===== src/rtl/rv32i_types.sv =====
// rtl/rv32i_types.sv - shared pipeline types: functional-unit classes and scoreboard latencies
package rv32i_types;

    typedef enum logic [2:0] {
        FU_ALU  = 3'd0,
        FU_LOAD = 3'd1,
        FU_MUL  = 3'd2,
        FU_DIV  = 3'd3
    } fu_class_t;

    localparam int LAT_ALU  = 1;
    localparam int LAT_LOAD = 2;

    // Truncate to the entry width at the point of use; all-ones at any width.
    localparam logic [31:0] DIV_PENDING = '1;

endpackage


===== src/rtl/sb_countdown.sv =====
// rtl/sb_countdown.sv - one scoreboard entry: load, countdown, divide clear, freeze hold
module sb_countdown
    import rv32i_types::*;
#(
    parameter int LAT_W = 4
) (
    input  logic             clk,
    input  logic             rst,
    input  logic             load_i,
    input  logic [LAT_W-1:0] load_val_i,
    input  logic             div_clr_i,
    input  logic             freeze_i,
    output logic [LAT_W-1:0] cnt_o
);

    localparam logic [LAT_W-1:0] DIV_PEND = DIV_PENDING[LAT_W-1:0];

    logic [LAT_W-1:0] cnt_q;
    logic [LAT_W-1:0] cnt_d;

    // A new issue beats a completing divide to the same register.
    always_comb begin
        cnt_d = cnt_q;
        if (load_i) begin
            cnt_d = load_val_i;
        end else if (div_clr_i) begin
            cnt_d = '0;
        end else if (!freeze_i && cnt_q != '0 && cnt_q != DIV_PEND) begin
            cnt_d = cnt_q - LAT_W'(1);
        end
    end

    always_ff @(posedge clk or negedge rst) begin
        if (!rst) begin
            cnt_q <= '0;
        end else begin
            cnt_q <= cnt_d;
        end
    end

    assign cnt_o = cnt_q;

endmodule


===== src/rtl/scoreboard_stall_unit.sv =====
// rtl/scoreboard_stall_unit.sv - scoreboard-based hazard detection and pipeline stall/flush control
module scoreboard_stall_unit
    import rv32i_types::*;
#(
    parameter int NUM_REGS = 32,
    parameter int RID_W    = $clog2(NUM_REGS),
    parameter int LAT_W    = 4,
    parameter int MUL_LAT  = 3,
    parameter int PERF_W   = 32
) (
    input  logic              clk,
    input  logic              rst,
    input  logic              instr_mem_resp,
    input  logic              data_mem_resp,
    input  logic              mem_access,
    input  logic              dec_valid,
    input  logic [RID_W-1:0]  dec_rs1_id,
    input  logic [RID_W-1:0]  dec_rs2_id,
    input  logic              dec_use_rs1,
    input  logic              dec_use_rs2,
    input  logic              dec_early,
    input  logic [RID_W-1:0]  dec_rd_id,
    input  logic              dec_wr_en,
    input  fu_class_t         dec_class,
    input  logic              dec_redirect,
    input  logic              div_done,
    input  logic [RID_W-1:0]  div_rd_id,
    output logic              load_pc,
    output logic              if_id_load,
    output logic              id_ex_load,
    output logic              ex_mem_load,
    output logic              mem_wb_load,
    output logic              if_id_flush,
    output logic              id_ex_flush,
    output logic              ex_mem_flush,
    output logic              mem_wb_flush,
    output logic              div_busy,
    output logic [PERF_W-1:0] stall_cycles,
    output logic [PERF_W-1:0] freeze_cycles
);

    localparam logic [LAT_W-1:0] DIV_PEND = DIV_PENDING[LAT_W-1:0];

    logic [NUM_REGS-1:0][LAT_W-1:0] cnt;
    logic                           freeze;
    logic                           hazard;
    logic                           issue;
    logic                           raw1, raw2, struct_haz, waw_haz;
    logic [LAT_W-1:0]               raw_thresh;
    logic [LAT_W-1:0]               lat_val;
    logic                           div_busy_q, div_busy_d;
    logic [PERF_W-1:0]              stall_q, stall_d;
    logic [PERF_W-1:0]              freeze_q, freeze_d;

    assign freeze = mem_access & ~data_mem_resp;

    assign cnt[0] = '0;
    for (genvar r = 1; r < NUM_REGS; r++) begin : g_entry
        sb_countdown #(
            .LAT_W(LAT_W)
        ) u_entry (
            .clk       (clk),
            .rst       (rst),
            .load_i    (issue & dec_wr_en & (dec_rd_id == RID_W'(r))),
            .load_val_i(lat_val),
            .div_clr_i (div_done & (div_rd_id == RID_W'(r))),
            .freeze_i  (freeze),
            .cnt_o     (cnt[r])
        );
    end

    always_comb begin
        lat_val = LAT_W'(LAT_ALU);
        unique case (dec_class)
            FU_LOAD: lat_val = LAT_W'(LAT_LOAD);
            FU_MUL:  lat_val = LAT_W'(MUL_LAT);
            FU_DIV:  lat_val = DIV_PEND;
            default: lat_val = LAT_W'(LAT_ALU);
        endcase
    end

    // Early consumers read operands before the EX forwarding point, so they need a fully drained entry.
    assign raw_thresh = dec_early ? '0 : LAT_W'(1);
    assign raw1       = dec_use_rs1 & (cnt[dec_rs1_id] > raw_thresh);
    assign raw2       = dec_use_rs2 & (cnt[dec_rs2_id] > raw_thresh);
    assign struct_haz = (dec_class == FU_DIV) & div_busy_q;
    assign waw_haz    = dec_wr_en & (cnt[dec_rd_id] == DIV_PEND);
    assign hazard     = dec_valid & (raw1 | raw2 | struct_haz | waw_haz);
    assign issue      = dec_valid & ~hazard & ~freeze;

    always_comb begin
        load_pc      = 1'b1;
        if_id_load   = 1'b1;
        id_ex_load   = 1'b1;
        ex_mem_load  = 1'b1;
        mem_wb_load  = 1'b1;
        if_id_flush  = 1'b0;
        id_ex_flush  = 1'b0;
        ex_mem_flush = 1'b0;
        mem_wb_flush = 1'b0;
        if (freeze) begin
            load_pc     = 1'b0;
            if_id_load  = 1'b0;
            id_ex_load  = 1'b0;
            ex_mem_load = 1'b0;
            mem_wb_load = 1'b0;
        end else if (hazard) begin
            load_pc     = 1'b0;
            if_id_load  = 1'b0;
            id_ex_flush = 1'b1;
        end else begin
            if (dec_redirect && dec_valid) begin
                if_id_flush = 1'b1;
            end
            if (!instr_mem_resp) begin
                load_pc     = 1'b0;
                if_id_flush = 1'b1;
            end
        end
    end

    always_comb begin
        div_busy_d = div_busy_q;
        if (issue && dec_class == FU_DIV) begin
            div_busy_d = 1'b1;
        end else if (div_done) begin
            div_busy_d = 1'b0;
        end
    end

    always_comb begin
        stall_d  = stall_q;
        freeze_d = freeze_q;
        if (freeze && !(&freeze_q)) begin
            freeze_d = freeze_q + PERF_W'(1);
        end
        if (!freeze && hazard && !(&stall_q)) begin
            stall_d = stall_q + PERF_W'(1);
        end
    end

    always_ff @(posedge clk or negedge rst) begin
        if (!rst) begin
            div_busy_q <= 1'b0;
            stall_q    <= '0;
            freeze_q   <= '0;
        end else begin
            div_busy_q <= div_busy_d;
            stall_q    <= stall_d;
            freeze_q   <= freeze_d;
        end
    end

    assign div_busy      = div_busy_q;
    assign stall_cycles  = stall_q;
    assign freeze_cycles = freeze_q;

endmodule


===== config.mk =====
export PLATFORM = sky130hd
export DESIGN_NAME = scoreboard_stall_unit
export DESIGN_NICKNAME = d
export VERILOG_FILES = /design/src/rtl/rv32i_types.sv /design/src/rtl/sb_countdown.sv /design/src/rtl/scoreboard_stall_unit.sv
export SDC_FILE = /design/constraint.sdc
export NUM_CORES = 1
export LEC_CHECK = 0
export ABC_AREA = 1
export CORE_AREA = 2 2 233 235
export CTS_CLUSTER_SIZE = 25
export DETAILED_ROUTE_END_ITERATION = 16
export DIE_AREA = 0 0 235 237
export DONT_BUFFER_PORTS = 1
export HOLD_SLACK_MARGIN = 0.02
export PLACE_DENSITY = 0.53
export SLEW_MARGIN = 20
export SYNTH_ARGS = -nofsm -noshare
export SYNTH_HDL_FRONTEND = slang
export SYNTH_HIERARCHICAL = 1
export SYNTH_SLANG_ARGS = --single-unit

===== constraint.sdc =====
create_clock -name clk -period 9.6 [get_ports clk]
set_clock_uncertainty 0.15 [all_clocks]
set_input_delay 1.92 -clock clk [delete_from_list [all_inputs] [get_ports clk]]
set_output_delay 1.92 -clock clk [all_outputs]
set_load 0.005 [all_outputs]

Yosys cells after proc, flatten, opt, wreduce, memory -nomap -nowiden
Cells that the tools add are included.
- input port bits: 35
- word-level logic and storage cells: 496
- bits in registers: 189
- add/subtract/negate cells: 33
- bitwise gates (word level): 77
- reductions and logical operators: 135
- equal/unequal tests: 97
- mux-type cells: 115
- $lt $le $gt $ge: 5
- operators with widths (kind ; count):
    two-way mux 4 bit ; 96
    equality test 5 bit, second input constant ; 32
    != test 4 bit, second input constant ; 31
    nonzero test 4 bit ; 31
    subtractor 4 x 1 -> 4 bit, second input constant ; 31
    nonzero test 3 bit ; 31
    equality test 5 x 4 -> 1 bit, second input constant ; 16
    bitwise AND 1 bit ; 71
    logical AND 1 bit ; 67
    adder 32 x 1 -> 32 bit, second input constant ; 2
    AND reduction 32 bit ; 2
    binary-select mux 4 bit (select 5 bit) ; 3
    equality test 5 x 3 -> 1 bit, second input constant ; 8
    equality test 5 x 2 -> 1 bit, second input constant ; 4
    less-than comparator 5 x 6 -> 1 bit, second input constant ; 3
    two-way mux 1 bit ; 15
    case mux 4 bit (3 select lines) ; 1
    equality test 5 x 1 -> 1 bit, second input constant ; 2
    > comparator 4 x 1 -> 1 bit ; 2
    equality test 3 x 2 -> 1 bit, second input constant ; 2
    equality test 4 bit, second input constant ; 1
    equality test 3 x 1 -> 1 bit, second input constant ; 1
    logical NOT 1 bit ; 3
    NOT 1 bit ; 3
    other kinds (2) ; 4

Depth between registers and ports, before layout
Gate-level depths: netlist (run 1).
- depth in word-level cells: 14
- mapped depth: 25

By module
Netlist (run 1), hierarchy kept.
- by module, submodules not included (module ; instances ; cells an instance ; area an instance (um2)):
    sb_countdown ; 31 ; 42 ; 305.3
    scoreboard_stall_unit ; 1 ; 1418 ; 7852.5

Worst setup path after synthesis (run 1)
Ideal clock, no wire load.
- path type: input to output
- start point: input dec_class[2]
- end point: output if_id_flush
- arrival time: 6107 ps
- stages: 8
- setup slack: 1423 ps
- path through: nor3_1 nand2_1 nand3_2 nor2_8 nor2_8 nor2_1 inv_1 nor2_1
- word-level cells in the longest chain between the ends: 7
- RTL lines (what ; RTL line ; RTL):
    start, declared ; scoreboard_stall_unit.sv:24 ; input fu_class_t dec_class,
    equality test 3 x 2 -> 1 bit ; scoreboard_stall_unit.sv:86 ; assign struct_haz = (dec_class == FU_DIV) & div_busy_q;
    bitwise AND 1 bit ; scoreboard_stall_unit.sv:86 ;
    OR 1 bit (2 in series) ; scoreboard_stall_unit.sv:88 ; assign hazard = dec_valid & (raw1 | raw2 | struct_haz | waw_haz);
    bitwise AND 1 bit ; scoreboard_stall_unit.sv:88 ;
    two-way mux 1 bit ; scoreboard_stall_unit.sv:107 ; end else if (hazard) begin
    two-way mux 1 bit ; scoreboard_stall_unit.sv:101 ; if (freeze) begin
    end, declared ; scoreboard_stall_unit.sv:33 ; output logic if_id_flush,
Every way passes these cells.

Final worst setup path (run 1)
- start point: input dec_rs2_id[0]
- end point: output load_pc
- word-level cells in the longest chain between the ends: 10
- RTL lines (what ; RTL line ; RTL):
    start, declared ; scoreboard_stall_unit.sv:18 ; input logic [RID_W-1:0] dec_rs2_id,
    binary-select mux 4 bit (select 5 bit) ; scoreboard_stall_unit.sv:85 ; assign raw2 = dec_use_rs2 & (cnt[dec_rs2_id] > raw_thresh);
    two-way mux 4 bit (implied by the code) ; scoreboard_stall_unit.sv:85 ;
    > comparator 4 x 1 -> 1 bit ; scoreboard_stall_unit.sv:85 ;
    bitwise AND 1 bit ; scoreboard_stall_unit.sv:85 ;
    OR 1 bit (3 in series) ; scoreboard_stall_unit.sv:88 ;
    bitwise AND 1 bit ; scoreboard_stall_unit.sv:88 ;
    two-way mux 1 bit ; scoreboard_stall_unit.sv:107 ;
    two-way mux 1 bit ; scoreboard_stall_unit.sv:101 ;
    end, declared ; scoreboard_stall_unit.sv:28 ; output logic load_pc,
Every way passes these cells. The select of a mux whose other input is x is not followed.

==> out/results.txt, run 1 <==
The run finished with clean final reports. The worst min-delay path category is reg -> reg. After legalization and detailed placement, the total HPWL measured 44900 um. The number of storage elements in the synthesis netlist was 189; the number of gates given a new drive strength after cts was 0. The die is 237 um tall. The tools report the met3 layer usage reported by global route as 4.26%. Tracing the worst setup path back leads to its startpoint at dec_rs2_id[0]. For this run, global-route usage on met2 was measured as 35.8%. Global placer's final weighted congestion: 0.938. The total global routing overflow was 0. In the layout the commonest cells are sky130_fd_sc_hd__nand2_1, sky130_fd_sc_hd__nand3_1, sky130_fd_sc_hd__nor2_1, sky130_fd_sc_hd__inv_1, sky130_fd_sc_hd__dfrtp_1. The mapped netlist covers 17300 um2.

The core occupancy in the finished layout was 34.8%; the total via count in the routed design was 17700. The mean routed wirelength per cell came out at 18.2 um. STA classifies the critical path startpoint as an input port. In this run, synthesis inferred 0 flip-flops with an integrated enable. Once placement finished, the instance area stood at 17900 um2. Across every metal layer, demand over resource in global routing totals 22.1%. The clock passes through at most 2 buffers. The worst pin sits at a relative slew slack of 27.4%. After layout, the worst path uses 73.1% of the clock period.

The routing layer with the top usage in global route was met2. The category of the most critical setup path is in -> out. Once detail routing completed, the nets flagged for antenna violations numbered 0. Of all flip-flops after synthesis, the portion carrying an async set or reset was 100%. Pin count of the biggest net entering global routing: 190. Setup violations remaining at the end of the flow were counted as 0. Worst-case vdd ir drop: 0.160 mV. The origin of the worst min-delay path was freeze_cycles[28]. For the accumulated negative setup slack, the log shows 0 ps. Counting I/O delays and the setup requirement, the final critical path takes 7020 ps. For the number of iterations in the first detailed-routing pass, the log shows 6. Max-cap violations in this run came to 0.

Setup repair after global routing left no endpoint under its margin. Using the TritonRoute via totals, the vias-per-cell ratio works out to 5.22. At the worst endpoint, the arrival time is 4950 ps. Hold violation count in the final report: 0.

The tools report the max-slew violation count as 0. The sequential cell area fraction in the yosys report was 27.3%. The static leakage was 9.47 nW. Along the worst path, the maximum fanout reaches 33. The most used flip-flop cell after synthesis is sky130_fd_sc_hd__dfrtp_1. The die covers 55700 um2. The logs give 7530 ps for the required time of the critical path and 53300 um2 for the area of the core. STA classifies the critical path endpoint as an output port. After technology mapping, the gate count stands at 2720.

The total number of nets in the final design is 2820. Count of port buffers added during placement: 0. Across the whole layout, storage elements account for 4730 um2.

The iteration-0 DRC count of the detailed router was 1691. The fraction of layout instances using a drive strength above 1 is 8.59%. The library cell used most frequently in the layout, excluding fill and tap cells, is sky130_fd_sc_hd__nand2_1.

The clock insertion delay at the later pin of the skew report is 500 ps. Fill cells in the final layout number 5764. The logs give 6 for the number of warnings issued by yosys and 17 for the number of buffers inserted during clock tree synthesis.

Pin placement for this block handled 109 I/O pins. The logs give 0 for the DRC violations left and 61800 um for the total wire length. The starting density of the core is 32.5%. For this design, the sink count on the clock tree is 189. The power density over cell area is 257 nW/um2. The startpoint identified for the worst register-to-register timing path is g_entry[22].u_entry/cnt_o[0]. The floorplan step set the die width to 235 um. The mean area per synthesized cell came out at 6.37 um2. The first global-routing pass estimated 96300 um of wire.

The maximum level of the CTS H-tree is 4. After clock tree synthesis, the setup repair step added 0 buffers. For the cts-stage hold buffer count, the log shows 0. The met1 track demand over resource in global routing is 28.8%, and the site row count is 85. For the initial antenna violation count, the log shows 2.

TritonCTS built the clock tree. The number of global-route vias before repair was 16700; the synthesis-to-layout area growth was 7.03%. The area taken by multi-input logic gates came out at 11100 um2. The cell sitting at the root of the clock tree is a sky130_fd_sc_hd__clkbuf_16.

Yosys mapped the design onto 45 distinct sky130hd cell types. The tools report the finished layout cell area as 18500 um2. For this run, the top clock speed supported by timing is 0.142 GHz. At the pin with the least slew margin, the transition time is 1080 ps. Clock-pin transition on the worst setup and hold timing paths: 80 ps.
==> metal layers <==
| layer | wire length (um) | up-vias | share of wire [%] |
|---|---|---|---|
| li1 | - | 8672 | - |
| met5 | 0 | - | 0 |
| met2 | 28500 | 562 | 46 |
| met3 | 3790 | 102 | 6.1 |
| met4 | 2200 | 0 | 3.6 |
| met1 | 27300 | 8406 | 44 |
==> per-stage QoR <==
stage | hold WS, ps | instances | setup slack [ps] | total power [mW]
after floorplan | 334 | 2721 | 1420 | 3.27
after detailed placement | 366 | 3365 | 2620 | 3.98
final | 373 | 3399 | 2580 | 4.77
after CTS | 380 | 3397 | 2610 | 4.77
after global routing | 407 | 3399 | 2310 | 5.23
after global placement | 359 | 3365 | 2610 | 3.93
==> cell usage after synthesis, types with 2 or more instances <==
| cell | instances | area (um2) |
|---|---|---|
| sky130_fd_sc_hd__nand3_2 | 2 | 20.0 |
| sky130_fd_sc_hd__xnor2_1 | 18 | 158 |
| sky130_fd_sc_hd__buf_6 | 5 | 56.3 |
| sky130_fd_sc_hd__o22ai_1 | 6 | 37.5 |
| sky130_fd_sc_hd__nand3_1 | 238 | 1190 |
| sky130_fd_sc_hd__a21oi_1 | 29 | 145 |
| sky130_fd_sc_hd__o211ai_1 | 15 | 113 |
| sky130_fd_sc_hd__o221ai_1 | 4 | 35.0 |
| sky130_fd_sc_hd__nor2_2 | 7 | 43.8 |
| sky130_fd_sc_hd__o21ai_1 | 126 | 631 |
| sky130_fd_sc_hd__xor2_1 | 42 | 368 |
| sky130_fd_sc_hd__buf_1 | 3 | 11.3 |
| sky130_fd_sc_hd__nand3b_1 | 2 | 15.0 |
| sky130_fd_sc_hd__a31oi_1 | 4 | 25.0 |
| sky130_fd_sc_hd__nand3b_2 | 31 | 349 |
| sky130_fd_sc_hd__nand2_1 | 1008 | 3780 |
| sky130_fd_sc_hd__nand2_2 | 4 | 25.0 |
| sky130_fd_sc_hd__buf_2 | 22 | 110 |
| sky130_fd_sc_hd__nor2_4 | 33 | 372 |
| sky130_fd_sc_hd__inv_2 | 73 | 274 |
| sky130_fd_sc_hd__nand2_4 | 31 | 349 |
| sky130_fd_sc_hd__ha_1 | 97 | 1210 |
| sky130_fd_sc_hd__o21ai_0 | 109 | 546 |
| sky130_fd_sc_hd__buf_4 | 12 | 90.1 |
| sky130_fd_sc_hd__clkinv_1 | 4 | 15.0 |
| sky130_fd_sc_hd__nor3_1 | 45 | 225 |
| sky130_fd_sc_hd__nand4_4 | 2 | 42.5 |
| sky130_fd_sc_hd__inv_1 | 229 | 860 |
| sky130_fd_sc_hd__nor2_1 | 235 | 882 |
| sky130_fd_sc_hd__clkbuf_1 | 17 | 63.8 |
| sky130_fd_sc_hd__nor2_8 | 2 | 40.0 |
| sky130_fd_sc_hd__nand4_1 | 54 | 338 |
| sky130_fd_sc_hd__dfrtp_1 | 189 | 4730 |
| sky130_fd_sc_hd__or2_2 | 3 | 18.8 |
| sky130_fd_sc_hd__nor4_1 | 9 | 56.3 |
==> area by class of cell <==
class | count | area share (%)
clock buffer | 17 | 2.30
multi-input combinational | 2167 | 60.1
antenna | 2 | 0.0270
sequential | 189 | 25.5
clock inverter | 15 | 0.905
tap | 696 | 4.70
inverter | 306 | 6.20
timing repair buffer | 7 | 0.284
==> where the power goes <==
group | switching (mW) | leakage, nW | total [mW] | internal (mW)
sequential | 0.672 | 2.37 | 1.77 | 1.09
clock | 0.402 | 0.292 | 0.754 | 0.351
combinational | 1.40 | 6.81 | 2.25 | 0.849
==> flip-flops by register name, indices dropped and copies added (netlist names) <==
signal,flops
g_entry.u_entry/cnt_o,124
div_busy,1
freeze_cycles,32
stall_cycles,32
==> worst max-delay path, stage by stage <==
cell and delay (ps):
sky130_fd_sc_hd__inv_1 550, sky130_fd_sc_hd__nand3_1 130, sky130_fd_sc_hd__o21ai_0 110, sky130_fd_sc_hd__nor3_1 60, sky130_fd_sc_hd__o21ai_0 180, sky130_fd_sc_hd__a21oi_1 90
sky130_fd_sc_hd__a31oi_1 200, sky130_fd_sc_hd__ha_1 260, sky130_fd_sc_hd__or2_2 290, sky130_fd_sc_hd__nand3_1 170, sky130_fd_sc_hd__nand2_1 110, sky130_fd_sc_hd__nand3_2 120
sky130_fd_sc_hd__nor2_8 70, sky130_fd_sc_hd__nor2_8 360, sky130_fd_sc_hd__nor2_1 140, sky130_fd_sc_hd__inv_1 110, sky130_fd_sc_hd__nor2_1 60
==> final timing paths <==
kind	slack, ps	to	cells after the start
worst max-delay path	2580	load_pc	17
worst min-delay path	370	freeze_cycles[28]	1
worst max register to register	5580	g_entry[10].u_entry/cnt_o[0]	18
worst min register to register	370	freeze_cycles[28]	1
max in group asynchronous	7860	g_entry[19].u_entry/cnt_o[3]	0
min in group asynchronous	960	g_entry[9].u_entry/cnt_o[2]	0
==> kinds of logic after synthesis <==
kind of cell / after synthesis / synth area share, %
DFF: 189 / 27.3
other: 1 / 0.0217
and+or+nand+nor: 1709 / 44.9
buffers and inverters: 365 / 8.55
AOI/OAI and AO/OA: 299 / 9.14
adders and majority gates: 97 / 7.01
xor gates and xnor gates: 60 / 3.03
Power figures use the tool's default switching activity.
==> run 2, diff against run 1 <==
==> constraint.sdc (replaced) <==
create_clock -name clk -period 6.65 [get_ports clk]
set_clock_uncertainty 0.15 [all_clocks]
set_input_delay 1.33 -clock clk [delete_from_list [all_inputs] [get_ports clk]]
set_output_delay 1.33 -clock clk [all_outputs]
set_load 0.005 [all_outputs]
==> run 2 against run 1 <==
Cell count barely moved. Combinational power rose by 44%. Worst setup slack got worse by 1500 ps. Sequential share of layout area barely moved. Global-route usage fell by 0.089 points. Design area rose by 0.14%. Utilization barely moved. Non-clock buffer count rose by 5. First-iteration DRC count fell by 6.1%. Total power rose by 42%. Flip-flop and latch count did not move. Wire length fell by 1.5%. Largest cell class unchanged.
==> out/results.txt, run 2 (synthesis results as in run 1) <==
The static leakage is 9.49 nW, and the final period utilization is 83.6%. The starting density of the core is 32.5%. The delay of the slowest cell on the worst path was 580 ps; the clock insertion delay at the later pin of the skew report was 510 ps. Kind of end point of the critical path: an output port.

The hold violation count in the final report was 0. Worst min-delay path category: in -> async. For the pin count of the biggest net entering global routing, the log shows 190.

The chip width is 235 um. In this design, the largest share of critical-path delay is due to simple AND/OR/NAND/NOR gates. The run finished with clean final reports. In this run the tool buffered the top-level ports with 0 buffer cells. Measured along the y axis, the die boundary spans 237 um. Setup violations remaining at the end of the flow were counted as 0. The library cell used most frequently in the layout, excluding fill and tap cells, is sky130_fd_sc_hd__nand2_1. The initial antenna violation count is 1, and the number of buffers inserted during clock tree synthesis is 17. Adding up every negative setup slack in the final design gives 0 ps. The core occupancy in the finished layout was 34.8%. The logs give 0 for the number of post-CTS setup repair buffers and 0 for the number of gates given a new drive strength after cts. For this design, the slowest cell found on the critical path is sky130_fd_sc_hd__inv_1.

The first global-routing pass estimated 95900 um of wire. At the placement stage, the worst setup path has a slack of 1150 ps. Detailed routing inserted a total of 17500 vias. The tools report the worst relative slew slack as 35.7%. Using the TritonRoute via totals, the vias-per-cell ratio works out to 5.15.

In the final routed layout, each cell accounts on average for 17.9 um. The clock root buffer was sky130_fd_sc_hd__clkbuf_16. The transition time at the pin with the least slew margin works out to 960 ps. The logs give 0 for the total global routing overflow and 55700 um2 for the die footprint. The register with the most flip-flops in the layout has 124 of them. The required time of the critical path is 5170 ps. Derived from the worst setup path, the maximum achievable clock frequency is 0.180 GHz.

For this design the ratio of total power to cell area is 366 nW/um2. The number of iterations in the first detailed-routing pass came out at 6. Relative to the synthesized area, the layout overhead comes to 7.18%.

The category of the most critical setup path is in -> out. STA puts the critical path data arrival time at 4080 ps. For this block, the initial DRC count from the detailed router was 1588.

The longest clock path from root to sink contains 2 buffers. Clock-pin slew was measured on the worst setup and hold paths at 70 ps. After layout, the minimum clock period comes to 5560 ps. The wire-length estimate of the detail-placed layout is 44300 um. The max-slew violation count was 0; the peak fanout along the critical path was 29. Pin placement for this block handled 109 I/O pins. In the routed design, unresolved DRC markers number 0. After floorplanning, the core was sized to cover 53300 um2.

The design draws 6.78 mW. TritonCTS built the clock tree. The total number of nets in the final design is 2825. Setup repair after global routing left no endpoint under its margin. CTS built an H-tree with a depth of 4.

The total wire length is 60900 um, and the cts-stage hold buffer count is 0. The site row count was 85. Traced cell by cell, the critical path runs through inv_1, nand3_1, o21ai_0, nor3_1, o21ai_0, a21oi_1, a31oi_1, ha_1, or2_2, nand3_1, nand2_1, nand3_2, nor2_8, nor2_8, nor2_1, inv_1, nor2_1. The total clock sinks is 189, and the overall routing resource usage is 22.0%.

Once routing completed, OpenROAD measured the worst setup slack at 1090 ps. The fraction of layout instances using a drive strength above 1 is 8.76%, and the global placer's final weighted congestion is 0.962. Together, buffers and inverters on the worst path number 2. Worst-case vdd ir drop: 0.237 mV. The library cells used most frequently in the layout, excluding fill and tap cells, are sky130_fd_sc_hd__nand2_1, sky130_fd_sc_hd__nand3_1, sky130_fd_sc_hd__nor2_1, sky130_fd_sc_hd__inv_1, sky130_fd_sc_hd__dfrtp_1. The tools report the startpoint type of the worst setup path as an input port.

The count of nets left with antenna violations once routing finished came out at 0. The tools report the number of global-route vias before repair as 16600. The max-capacitance violation count was 0.
[run 2: cell types whose count changed in the layout (fill, tap and decap cells not counted), sizes merged]
cell and change:
clkinv +1, inv -3, buf +5, bufinv +1, diode -1
[run 2: area by class of cell]
cell class | instances | area (um2)
Antenna cell | 1 | 2.50
Tap cell | 696 | 871
Clock inverter | 14 | 150
Timing Repair Buffer | 12 | 90.1
Inverter | 306 | 1150
Fill cell | 5718 | 34700
Multi-Input combinational cell | 2167 | 11100
Clock buffer | 17 | 425
Sequential cell | 189 | 4730
[run 2: through the flow]
stage,cell area (um2),hold slack [ps],instances
2_1_floorplan,17300,334,2721
3_3_place_gp,18000,361,3370
3_5_place_dp,18000,365,3370
4_1_cts,18600,335,3401
5_1_grt,18600,329,3402
6_report,18600,368,3402
[run 2: worst paths after layout]
path / from / end / slack (ps) / depth (start not counted)
max in group asynchronous: rst / g_entry[6].u_entry/cnt_o[0] / 5410 / 0
min reg2reg: freeze_cycles[28] / freeze_cycles[28] / 380 / 1
min: rst / g_entry[9].u_entry/cnt_o[3] / 370 / 0
max: dec_rs2_id[0] / if_id_flush / 1090 / 17
max reg2reg: g_entry[9].u_entry/cnt_o[0] / g_entry[9].u_entry/cnt_o[0] / 2720 / 20
min in group clk: freeze_cycles[28] / freeze_cycles[28] / 380 / 1
[run 2: routing by layer]
layer / track usage, % / vias to the layer above / wire [um]
met5: 0 / - / 0
met4: 8.53 / 0 / 2100
met3: 4.84 / 97 / 3850
met2: 36.2 / 577 / 28200
met1: 27.9 / 8171 / 26700
li1: - / 8682 / -
[run 2: power breakdown]
part / leakage [nW] / internal, mW / switching, mW
Sequential: 2.37 / 1.58 / 0.904
Combinational: 6.84 / 1.23 / 2.00
Clock: 0.286 / 0.528 / 0.542
Total: 9.49 / 3.34 / 3.45
[run 2: worst register-to-register path: stages (launching register included)]
cell and delay (ps):
sky130_fd_sc_hd__dfrtp_1 490, sky130_fd_sc_hd__inv_1 100, sky130_fd_sc_hd__a21oi_1 120, sky130_fd_sc_hd__o21ai_0 90, sky130_fd_sc_hd__o211ai_1 100, sky130_fd_sc_hd__nand3_1 110
sky130_fd_sc_hd__a21oi_1 170, sky130_fd_sc_hd__a31oi_1 90, sky130_fd_sc_hd__ha_1 300, sky130_fd_sc_hd__or2_2 90, sky130_fd_sc_hd__nand3_1 130, sky130_fd_sc_hd__nand2_1 130
sky130_fd_sc_hd__nand3_2 130, sky130_fd_sc_hd__nor2_8 240, sky130_fd_sc_hd__nand4_4 350, sky130_fd_sc_hd__nor2_1 630, sky130_fd_sc_hd__nor2_4 130, sky130_fd_sc_hd__inv_2 80
sky130_fd_sc_hd__o21ai_0 70, sky130_fd_sc_hd__nand2_1 80, sky130_fd_sc_hd__o21ai_1 60
==> run 3, diff against run 2 <==
--- a/config.mk
+++ b/config.mk
@@ -12,7 +12,7 @@
 export DIE_AREA = 0 0 235 237
 export DONT_BUFFER_PORTS = 1
 export HOLD_SLACK_MARGIN = 0.02
-export PLACE_DENSITY = 0.53
+export PLACE_DENSITY = 0.55
 export SLEW_MARGIN = 20
 export SYNTH_ARGS = -nofsm -noshare
 export SYNTH_HDL_FRONTEND = slang
==> constraint.sdc (replaced) <==
create_clock -name clk -period 4.85 [get_ports clk]
set_clock_uncertainty 0.15 [all_clocks]
set_input_delay 0.97 -clock clk [delete_from_list [all_inputs] [get_ports clk]]
set_output_delay 0.97 -clock clk [all_outputs]
set_load 0.005 [all_outputs]
==> run 3 against run 2 <==
Largest cell class unchanged. Critical path depth unchanged. Die area unchanged. Worst setup slack worse by 720 ps.
==> out/results.txt, run 3 (synthesis results as in run 1) <==
The tools report the footprint of the flip-flops and latches as 4730 um2. Power spread over the standard cell area amounts to 497 nW/um2. The starting density of the core came out at 32.5%. The length in cells of the worst reg-to-reg path is 20, and the HPWL after detailed placement is 44800 um. Using the TritonRoute via totals, the vias-per-cell ratio works out to 5.18. The layout has 5745 filler cells. The count of port buffers added during placement came out at 0. STA classifies the critical path endpoint as an output port. For the total global routing overflow, the log shows 0.

Wires add up to 61400 um. The worst path uses 92.3% of the clock period. Critical path launch point: dec_rs2_id[1].

Grouping stages by cell kind, the critical path spends the most delay in simple AND/OR/NAND/NOR gates. Setup repair after global routing left no endpoint under its margin. Clock tree synthesis found a total of 189 sinks. The top cell types in the final layout, fill and taps aside, are sky130_fd_sc_hd__nand2_1, sky130_fd_sc_hd__nand3_1, sky130_fd_sc_hd__nor2_1, sky130_fd_sc_hd__inv_1, sky130_fd_sc_hd__dfrtp_1. With fillers left out, the area of the finished cells amounts to 18900 um2. The initial antenna violation count was 0; the number of buffers inserted during clock tree synthesis was 17. The number of iterations in the first detailed-routing pass is 8. The tools report the startpoint type of the worst setup path as an input port. The iteration-0 DRC count of the detailed router is 1769, and the floorplan die height is 237 um. The tools report the top achievable clock speed as 0.223 GHz. After the last flow step, the layout net total stands at 2857. In the final timing run, aggregate negative setup slack is 0 ps. Of all nets on the critical path, the largest fanout is 24.

The area growth from synthesis to layout is 8.89%. The final setup violation count was 0. The flow ran to the end, and the final reports show no timing, DRC or antenna violations. The clock network burns 15.6% of the power. After detailed routing, the number of remaining DRC violations is 0. Net switching is 51.0% of the power. Summed over all cells, the static leakage comes to 9.68 nW.

For this run, the total global-route usage over all layers was measured as 22.0%. The critical path contains buffers and inverters numbering 3 combined. At the end of routability-driven placement, the weighted congestion stood at 0.955.

The signal arrival time at the worst endpoint was 3350 ps. The clock-pin transition on the worst setup and hold timing paths was 70 ps; the remaining antenna violation count was 0. In this run the power spent charging and discharging nets is 4.77 mW. In this run the clock root is driven by a sky130_fd_sc_hd__clkbuf_16. The run gives 510 ps as the clock insertion delay at the later pin of the skew report. Counting buffers and inverters, the worst setup path is 17 cells deep.

The logs give 363 ps for the minimum setup slack after placement and 85 for the site row count. In this run, post-CTS repair resized a total of 0 instances. In this run the post-CTS setup repair buffer count came out at 0. The fraction of layout instances using a drive strength above 1 works out to 9.79%. The library cell contributing the largest single delay on the critical path is sky130_fd_sc_hd__ha_1. The library cell used most frequently in the layout, excluding fill and tap cells, is sky130_fd_sc_hd__nand2_1. The max-slew violation count is 0, and the final critical delay including setup and external delays is 4470 ps. The clock passes through at most 2 buffers. 0 antenna diodes ended up in the layout. IR analysis of the VDD net gives a maximum drop of 0.327 mV. The floorplan step defined a die boundary enclosing 55700 um2.

The internal cell power was 4.59 mW. The maximum level of the CTS H-tree was 4. The transition time at the pin with the least slew margin works out to 861 ps. After detailed routing, the average wire length per cell comes to 17.9 um. The tightest min-delay check is of the in -> async type. The hold violation count in the final report is 0, and the delay of the slowest cell on the worst path is 280 ps.

In this run the standard cell core region covers 53300 um2. The tools report the worst relative slew slack as 42.6%. The flip-flop count of the largest register, all copies and words added was 124. Number of ports placed on the die boundary: 109. The setup slack after layout was 375 ps. Summing all multi-input logic gate instances after layout gives 11100 um2. The die is 235 um wide. The first global-routing pass estimated 96000 um of wire. Data on the critical path is required at its endpoint by 3730 ps.

The critical path in this run is classified as in -> out. TritonCTS built the clock tree. The proportion of power drawn by flip-flops and latches came out at 36.3%.

Of the total power, combinational logic draws 48.0%. The source of the worst register-to-register timing path is g_entry[12].u_entry/cnt_o[0]. The logs give 18200 um2 for the instance area after placement and 16700 for the number of global-route vias before repair.

The pin count of the biggest net entering global routing came out at 190. Walking the worst path, the cells encountered are inv_2, buf_4, nor3_1, nor4_1, o21ai_0, a21oi_1, a31oi_1, ha_1, or2_2, nand3_1, nand2_1, nand3_2, nor2_8, nor2_8, nor2_1, inv_1, nor2_1. The total via count in the routed design is 17800, and the max-capacitance violation count is 0.
run 3: metal layers:
metal  vias up  track usage, %  routed length, um
li1       8730               -                  -
met1      8391            28.3              26700
met2       589            36.6              28800
met3        89            4.05               4070
met4         0            8.42               1870
met5         -               0                  0
run 3: metrics by stage:
step,hold WS (ps),util [%],instances,power (mW)
after floorplan,334,-,2721,6.46
final,168,35.4,3434,9.37
after global routing,178,35.4,3434,10.3
after global placement,359,34.2,3399,7.70
after CTS,-30.6,35.2,3431,9.33
after detailed placement,358,34.2,3399,7.81
run 3: worst reg2reg max path, cell delays in order (launching register included):
cell and delay [ps]:
sky130_fd_sc_hd__dfrtp_1 430, sky130_fd_sc_hd__inv_1 150, sky130_fd_sc_hd__nor2_1 120, sky130_fd_sc_hd__a21oi_1 50
sky130_fd_sc_hd__o221ai_1 170, sky130_fd_sc_hd__nand3_1 110, sky130_fd_sc_hd__a21oi_1 160, sky130_fd_sc_hd__a31oi_1 60
sky130_fd_sc_hd__ha_1 280, sky130_fd_sc_hd__or2_2 90, sky130_fd_sc_hd__nand3_1 150, sky130_fd_sc_hd__nand2_1 150
sky130_fd_sc_hd__nand3_2 120, sky130_fd_sc_hd__nor2_8 220, sky130_fd_sc_hd__nand4_4 320, sky130_fd_sc_hd__nor2_1 500
sky130_fd_sc_hd__nor2_4 100, sky130_fd_sc_hd__inv_2 70, sky130_fd_sc_hd__o21ai_0 70, sky130_fd_sc_hd__nand2_1 70
sky130_fd_sc_hd__o21ai_1 60
run 3: worst paths after layout:
kind,endpoint,slack (ps)
min in group clk,freeze_cycles[28],360
setup reg to reg,g_entry[21].u_entry/cnt_o[0],1110
hold / removal,g_entry[26].u_entry/cnt_o[3],170
max in group asynchronous,g_entry[17].u_entry/cnt_o[3],3980
hold reg to reg,freeze_cycles[28],360
setup / recovery,if_id_flush,380
run 3: cell type report:
cell class,count,area share (%)
flip-flops and latches,189,25.1
multi-input cells,2167,59.1
inverters,306,6.09
repair buffers,44,2.07
clock buffers,18,2.28
well taps,696,4.62
clock inverters,14,0.776
run 3: power groups by stage:
stage	combinational, mW	clock (mW)	sequential, mW
after floorplan	3.59	0	2.87
after global placement	4.28	0	3.42
after detailed placement	4.39	0	3.42
after CTS	4.42	1.52	3.39
after global routing	5.26	1.56	3.51
final	4.50	1.47	3.40
